$ cat src/rtl/prog_loader_if.sv
// Byte stream carrying the program image from its source into prog_loader.
// Master drives valid/data, slave answers with ready.
interface prog_loader_if;
    logic       in_valid;
    logic [7:0] in_data;
    logic       in_ready;

    modport master (output in_valid, output in_data, input in_ready);
    modport slave  (input in_valid, input in_data, output in_ready);
endinterface

$ cat src/rtl/prog_loader.sv
// Boot loader: streams a length-prefixed program into a 16-byte instruction memory, zero-fills the rest.
// Define LOADER_CSUM_EN to require a trailing mod-256 checksum byte (adds the CSUM state).
//
// state | meaning
// IDLE  | after reset, waiting for start, core held in reset
// LEN   | waiting for the length byte N
// DATA  | accepting and writing N instruction bytes
// CSUM  | waiting for the checksum byte (LOADER_CSUM_EN only)
// FILL  | writing 8'h00 to addresses N..15
// DONE  | load succeeded, core released
// ERR   | load failed, core held in reset
module prog_loader (
    input  logic         clk,
    input  logic         rst_n,
    input  logic         start,
    prog_loader_if.slave src,
    output logic         imem_we,
    output logic [3:0]   imem_waddr,
    output logic [7:0]   imem_wdata,
    output logic         core_rst,
    output logic         busy,
    output logic         done,
    output logic         err
);

`ifdef LOADER_CSUM_EN
    typedef enum logic [2:0] {S_IDLE, S_LEN, S_DATA, S_CSUM, S_FILL, S_DONE, S_ERR} state_t;
`else
    typedef enum logic [2:0] {S_IDLE, S_LEN, S_DATA, S_FILL, S_DONE, S_ERR} state_t;
`endif

    state_t     state, state_nxt;
    logic [4:0] len, len_nxt;
    logic [4:0] idx, idx_nxt;
    logic       we_nxt;
    logic [3:0] waddr_nxt;
    logic [7:0] wdata_nxt;
    logic       accept;
`ifdef LOADER_CSUM_EN
    logic [7:0] sum, sum_nxt;
`endif

`ifdef LOADER_CSUM_EN
    assign src.in_ready = (state == S_LEN) || (state == S_DATA) || (state == S_CSUM);
`else
    assign src.in_ready = (state == S_LEN) || (state == S_DATA);
`endif
    assign accept   = src.in_valid && src.in_ready;
    assign busy     = src.in_ready || (state == S_FILL);
    assign done     = (state == S_DONE);
    assign err      = (state == S_ERR);
    assign core_rst = (state != S_DONE);

    always_ff @(posedge clk or negedge rst_n) begin
        if (!rst_n) begin
            state      <= S_IDLE;
            len        <= '0;
            idx        <= '0;
            imem_we    <= 1'b0;
            imem_waddr <= '0;
            imem_wdata <= '0;
`ifdef LOADER_CSUM_EN
            sum        <= '0;
`endif
        end else begin
            state      <= state_nxt;
            len        <= len_nxt;
            idx        <= idx_nxt;
            imem_we    <= we_nxt;
            imem_waddr <= waddr_nxt;
            imem_wdata <= wdata_nxt;
`ifdef LOADER_CSUM_EN
            sum        <= sum_nxt;
`endif
        end
    end

    always_comb begin
        state_nxt = state;
        len_nxt   = len;
        idx_nxt   = idx;
        we_nxt    = 1'b0;
        waddr_nxt = imem_waddr;
        wdata_nxt = imem_wdata;
`ifdef LOADER_CSUM_EN
        sum_nxt   = sum;
`endif
        case (state)
            S_IDLE, S_DONE, S_ERR: begin
                if (start) begin
                    state_nxt = S_LEN;
                    idx_nxt   = '0;
`ifdef LOADER_CSUM_EN
                    sum_nxt   = '0;
`endif
                end
            end
            S_LEN: begin
                if (accept) begin
                    if ((src.in_data == 8'd0) || (src.in_data > 8'd16)) begin
                        state_nxt = S_ERR;
                    end else begin
                        len_nxt   = src.in_data[4:0];
                        state_nxt = S_DATA;
                    end
                end
            end
            S_DATA: begin
                if (accept) begin
                    we_nxt    = 1'b1;
                    waddr_nxt = idx[3:0];
                    wdata_nxt = src.in_data;
                    idx_nxt   = idx + 5'd1;
`ifdef LOADER_CSUM_EN
                    sum_nxt   = sum + src.in_data;
                    if (idx + 5'd1 == len) state_nxt = S_CSUM;
`else
                    // A full 16-byte image leaves nothing to fill.
                    if (idx + 5'd1 == len) state_nxt = (len == 5'd16) ? S_DONE : S_FILL;
`endif
                end
            end
`ifdef LOADER_CSUM_EN
            S_CSUM: begin
                if (accept) begin
                    if (src.in_data != sum) state_nxt = S_ERR;
                    else                    state_nxt = (idx == 5'd16) ? S_DONE : S_FILL;
                end
            end
`endif
            S_FILL: begin
                we_nxt    = 1'b1;
                waddr_nxt = idx[3:0];
                wdata_nxt = 8'h00;
                idx_nxt   = idx + 5'd1;
                if (idx == 5'd15) state_nxt = S_DONE;
            end
            default: state_nxt = S_IDLE;
        endcase
    end

endmodule

$ cat src/flat_wrapper.sv
// flat-port wrapper written by rule: the top's interface ports become plain ports
module prog_loader_flat 
  (clk, rst_n, start, imem_we, imem_waddr, imem_wdata, core_rst, busy, done, err, src_in_valid, src_in_data, src_in_ready);
  prog_loader_if src_i ();
  input  logic clk;
  input  logic rst_n;
  input  logic start;
  output logic imem_we;
  output logic [3:0] imem_waddr;
  output logic [7:0] imem_wdata;
  output logic core_rst;
  output logic busy;
  output logic done;
  output logic err;
  input wire logic [$bits(src_i.in_valid)-1:0] src_in_valid;
  input wire logic [$bits(src_i.in_data)-1:0] src_in_data;
  output wire logic [$bits(src_i.in_ready)-1:0] src_in_ready;
  assign src_i.in_valid = src_in_valid;
  assign src_i.in_data = src_in_data;
  assign src_in_ready = src_i.in_ready;
  prog_loader u_core (.clk(clk), .rst_n(rst_n), .start(start), .src(src_i), .imem_we(imem_we), .imem_waddr(imem_waddr), .imem_wdata(imem_wdata), .core_rst(core_rst), .busy(busy), .done(done), .err(err));
endmodule
$ cat config.mk
export PLATFORM = sky130hd
export DESIGN_NAME = prog_loader_flat
export DESIGN_NICKNAME = d
export VERILOG_FILES = /design/src/rtl/prog_loader_if.sv /design/src/rtl/prog_loader.sv /design/src/flat_wrapper.sv
export SDC_FILE = /design/constraint.sdc
export NUM_CORES = 1
export LEC_CHECK = 0
export ABC_AREA = 1
export CORE_MARGIN = 5
export CORE_UTILIZATION = 50
export DETAILED_ROUTE_END_ITERATION = 12
export GPL_ROUTABILITY_DRIVEN = 0
export HOLD_SLACK_MARGIN = 0.1
export PLACE_DENSITY = 0.79
export SLEW_MARGIN = 10
export SYNTH_ARGS = -nofsm -noshare
export SYNTH_HDL_FRONTEND = slang
export SYNTH_SLANG_ARGS = --single-unit
$ cat constraint.sdc
create_clock -name clk -period 5.55 [get_ports clk]
set_input_delay 1.11 -clock clk [delete_from_list [all_inputs] [get_ports clk]]
set_output_delay 1.11 -clock clk [all_outputs]
set_load 0.03 [all_outputs]
=== After elaboration in Yosys (flattened, before gate mapping) ===
Index checks and enable logic that the tools add are counted.

* Add/sub/neg operators: 1
* $lt $le $gt $ge: 1
* Equality and inequality tests: 14
* Multiplexer cells: 17
* Bitwise operators: 1
* Reduce and logical (&&, ||, !) cells: 13

{| class="wikitable"
|+ Operators with widths
! cell !! count
|-
| 3-bit 2-to-1 mux || 7
|-
| 8-bit case mux with 2 select lines || 1
|-
| 5-bit case mux with 3 select lines || 1
|-
| 3-bit case mux with 4 select lines || 1
|-
| 5-bit 2-to-1 mux || 2
|-
| 8-bit by 5-bit > comparator with 1-bit output (second input constant) || 1
|-
| 8-bit logical NOT || 1
|-
| 8-bit 2-to-1 mux || 1
|-
| 4-bit case mux with 2 select lines || 1
|-
| 3-bit by 2-bit == test with 1-bit output (second input constant) || 2
|-
| 3-bit == test (second input constant) || 2
|-
| 2-bit inequality test (second input constant) || 3
|-
| 3-bit AND reduction || 2
|-
| 5-bit by 1-bit adder with 5-bit output (second input constant) || 1
|-
| 5-bit by 4-bit == test with 1-bit output (second input constant) || 1
|-
| 5-bit == test || 1
|-
| 5-bit == test (second input constant) || 1
|-
| 5-bit AND reduction || 1
|-
| 4-bit 2-to-1 mux || 1
|-
| 2-bit by 1-bit inequality test with 1-bit output (second input constant) || 2
|-
| 3-bit by 1-bit == test with 1-bit output (second input constant) || 1
|-
| 3-bit logical NOT || 1
|-
| 1-bit logical OR || 3
|-
| 3-bit inequality test (second input constant) || 1
|-
| other kinds (8) || 8
|}

* Flip-flop bits (word level): 26
* Bits of input ports: 12
* Output and inout bits: 18

=== Logic depth before layout (Yosys ltp) ===
* Depth after elaboration: 5
* Gate-level depth with buffers: 14

=== Least setup slack after synthesis ===
Ideal clock, no wire load.

* Kind: register -> output
* Start point: register u_core.state[2]
* End point: output port core_rst
* Arrival: 1,580 ps
* Data required time: 4,440 ps
* Slack: 2,860 ps
* Stages on the path, launching flop included: 4
* Path buffers: 0
* Cells stage by stage: dfrtp_1 inv_1 nor3_1 inv_1

* Cells in the longest elaborated chain, start to end: 1

{| class="wikitable"
|+ RTL lines
! what !! RTL line !! text
|-
| from (decl) || prog_loader.sv:32 || <nowiki>state_t state, state_nxt;</nowiki>
|-
| from (signal assigned) || prog_loader.sv:66 || <nowiki>state <= state_nxt;</nowiki>
|-
| 3-bit inequality test || prog_loader.sv:52 || <nowiki>assign core_rst = (state != S_DONE);</nowiki>
|-
| to (decl) || flat_wrapper.sv:11 || <nowiki>output logic core_rst;</nowiki>
|}

Every way passes these cells.

=== Worst setup path in the final report ===
* Start point: register u_core.state[1]
* End point: output port src_in_ready

* Cells in the longest elaborated chain, start to end: 2
* Elaborated cells between the ends (all ways): 3
* Classes of those cells: eq/ne (2); reduce/logical (1)

{| class="wikitable"
|+ RTL lines
! what !! RTL line !! text
|-
| 3-bit by 1-bit == test with 1-bit output / 3-bit by 2-bit == test with 1-bit output (equally long branches) || prog_loader.sv:46 || <nowiki>assign src.in_ready = (state == S_LEN) || (state == S_DATA);</nowiki>
|-
| 1-bit logical OR * || prog_loader.sv:46 ||
|-
| to (decl) || flat_wrapper.sv:17 || <nowiki>output wire logic [$bits(src_i.in_ready)-1:0] src_in_ready;</nowiki>
|}

Mark *: on every way between the ends. The rest lies on a longest branch, timed or not.

==> impl_results.md <==
- Status: complete, no violations
- Avg Cell Area, Syn: 7.71 um2
- Yosys Warn Count: 0
- Routed vias/inst: around 5.2
- Count of flip-flops with a built-in enable after synthesis: 0
- Share of cells above drive strength 1: under 10%
- Nets: 224
- Hold bufs inserted after CTS: 0
- Worst-Margin Slew: between 0.6 and 0.7 ns
- First-pass GRT wire length: about 5300 um
- Hold crit path type: flop to flop
- Via count: roughly 1300
- Fin worst setup slack: around 2.4 ns
- Setup tns final: 0 ns
- Final non-filler cell total: 240
- Number of buffers added on ports: 29
- Most used cell, CP: inv_1
- Crit-path slowest cell: clkdlybuf4s50_1
- Fmax achieved: 0.316 GHz
- Vias in the first global route: 1286
- Async SR Flop Fraction: 100%
- Diode count: 0
- TritonCTS Buffers: 3
- Count leader, synth: nand2_1
- Total wire length: 3030 um
- Die height: roughly 63 um
- Core region area: roughly 0.0027 mm2
- CP max stage delay: 0.66 ns
- DP HPWL: between 2000 and 2500 um
- Final Hold Viols: 0
- Post-cts sizing count: 0
- CP max FO: 7
- Final Cell Area: about 0.0017 mm2
- Placed insts: around 240
- WS Path Type: flop to primary output
- Arrival time worst endpoint: between 2 and 2.5 ns
- Grt ovf: 0
- Die X: roughly 63 um
- Crit-path cells: inv_1 -> nor2_1 -> nand2_1 -> inv_1 -> or2_2 -> clkdlybuf4s50_1
- Syn Inst Count: 180
- Starting Density: 51.2%
- Maximum vdd drop: roughly 0.4 mV
- Crit path launch type: flop
- Layout area overhead: 23.2%
- Post-synth top cells: 62 x nand2_1, 26 x dfrtp_1, 23 x inv_1
- GRT Max-Usage Layer: met2
- Worst-skew pair later-pin latency: 0.33 ns
- Post-synth top area cell: dfrtp_1
- RSZ-0062 raised after global routing: false
- Delay-heaviest family, CP: buffers and inverters
- Global routing usage on met3: roughly 4.3%
- Initial DRC Count: between 50 and 60
- Drt first pass iters: 4
- Post-synth top area share: about 47%
- Pwr/cell area: between 500 and 600 mW/mm2
- Post-Route Utilization: 63.1%
- Number of fillers in the final layout: 242
- Detail Route Antenna Nets: 0
- Routed length per placed instance: around 13 um
- I/O pin total: 30
- Setup violators final: 0
- Longest Clk Path Bufs: 2
- Largest cells by area after synthesis: dfrtp_1 47%, nand2_1 17%, nand3_1 6.9%, inv_1 6.2%, o21ai_2 3.8%
- Clock Skews: between 0.002 and 0.003 ns
- Max-cap violations: 0
- Seq cells post-synth: 26
- Worst path required time: 4.44 ns
- Max_slew headroom: 56.3%
- Total track usage: between 15 and 20%
- Post-Syn Area: between 0.001 and 0.0015 mm2
- Largest net degree at the start of global routing: 27
- Worst Setup End Kind: primary output
- H-tree levels: 1
- CTS clk-pin slew, worst paths: between 0.1 and 0.15 ns
- Die Area: roughly 0.004 mm2
- Net Count, Synth: around 190
- CP bufs+invs: 3
- Post-CTS setup buffers: 0
- Final Max Slew Viols: 0
- Root buf cell: clkbuf_4
- Pleak: roughly 0.85 nW
- Dpl cell area: 0.00168 mm2
- Synth cell types: 23
- Clk sink count: 26
- Worst slack, placed: 2.74 ns
- DRC: 0
- Final critical-path required period: 3.17 ns
- Met1 GRT Util: between 10% and 20%
- Post-synth top flop: dfrtp_1
- Initial antenna violation count: 0
- M2 GR Usage: 27.3%
- CTS tree: built
- Register area share after synthesis: between 40 and 50%
- Tcrit/Tclk final: 57.0%
- Number of cell rows: 19
-- worst paths after layout --
kind / endpoint / depth (start not counted) / slack (ns) / from
max: src_in_ready / 6 / 2.38 / u_core.state[1]$_DFFE_PN0P_
min: u_core.imem_waddr[1]$_DFFE_PN0P_ / 2 / 0.49 / u_core.imem_waddr[1]$_DFFE_PN0P_
max reg2reg: u_core.state[2]$_DFFE_PN0P_ / 14 / 3.53 / u_core.idx[0]$_DFFE_PN0P_
min reg2reg: u_core.imem_waddr[1]$_DFFE_PN0P_ / 2 / 0.49 / u_core.imem_waddr[1]$_DFFE_PN0P_
max in group asynchronous: u_core.len[0]$_DFFE_PN0P_ / 1 / 4.42 / rst_n
min in group asynchronous: u_core.idx[3]$_DFFE_PN0P_ / 1 / 0.76 / rst_n
-- state kept, by name, indices dropped and copies added (netlist names) --
register	count
u_core.imem_wdata	8
u_core.idx	5
u_core.state	3
u_core.imem_waddr	4
u_core.len	5
u_core.imem_we	1
-- cell type report --
class / instances / area, um2 / area share, %
flip-flops and latches: 26 / 651 / 38.1
multi-input cells: 125 / 604 / 35.4
repair buffers: 29 / 285 / 16.7
inverters: 25 / 93.8 / 5.49
well taps: 31 / 38.8 / 2.27
clock buffers: 4 / 36.3 / 2.12
-- logic make-up (layout without fill, tap and decap cells) --
kind of cell	after synthesis	count (layout)	synth area share, %
AO/OA/AOI/OAI	19	19	9.29
adder cells (fa/ha/maj)	2	2	1.80
flip-flops	26	26	46.9
AND/OR/NAND/NOR	104	104	32.5
buffers and inverters	29	58	9.56
-- per-layer routing --
layer  vias to the layer above  routed length, um
li1                        631                  -
met1                       579               1340
met2                        34               1450
met3                         7                180
met4                         0                 61
met5                         -                  0
-- power breakdown --
part	leakage, nW	internal [mW]	switching, mW
sequential	0.341	0.260	0.0605
clock	0.0210	0.0402	0.0571
combinational	0.492	0.193	0.295
-- stage by stage --
step	hold WS (ns)	total power, mW
after floorplan	0.478	0.635
after global placement	0.455	0.799
after detailed placement	0.463	0.814
after CTS	0.498	0.913
after global routing	0.520	0.972
final	0.492	0.906
-- tightest hold or removal path, cell delays in order, from the launching register on --
cell     delay, ns
dfrtp_1       0.37
nand2_1       0.05
nand2_1       0.05
-- cells in the final DEF (no fill, tap or decap), drive strengths merged, types with 4 or more instances in the layout --
cell            n
o21ai          11
inv            25
a21oi           4
nor3            4
nor2           11
clkdlybuf4s50  28
nand2          63
nand3          19
nand4           5
clkbuf          4
dfrtp          26
No activity file was read; power rests on OpenSTA's default activity.
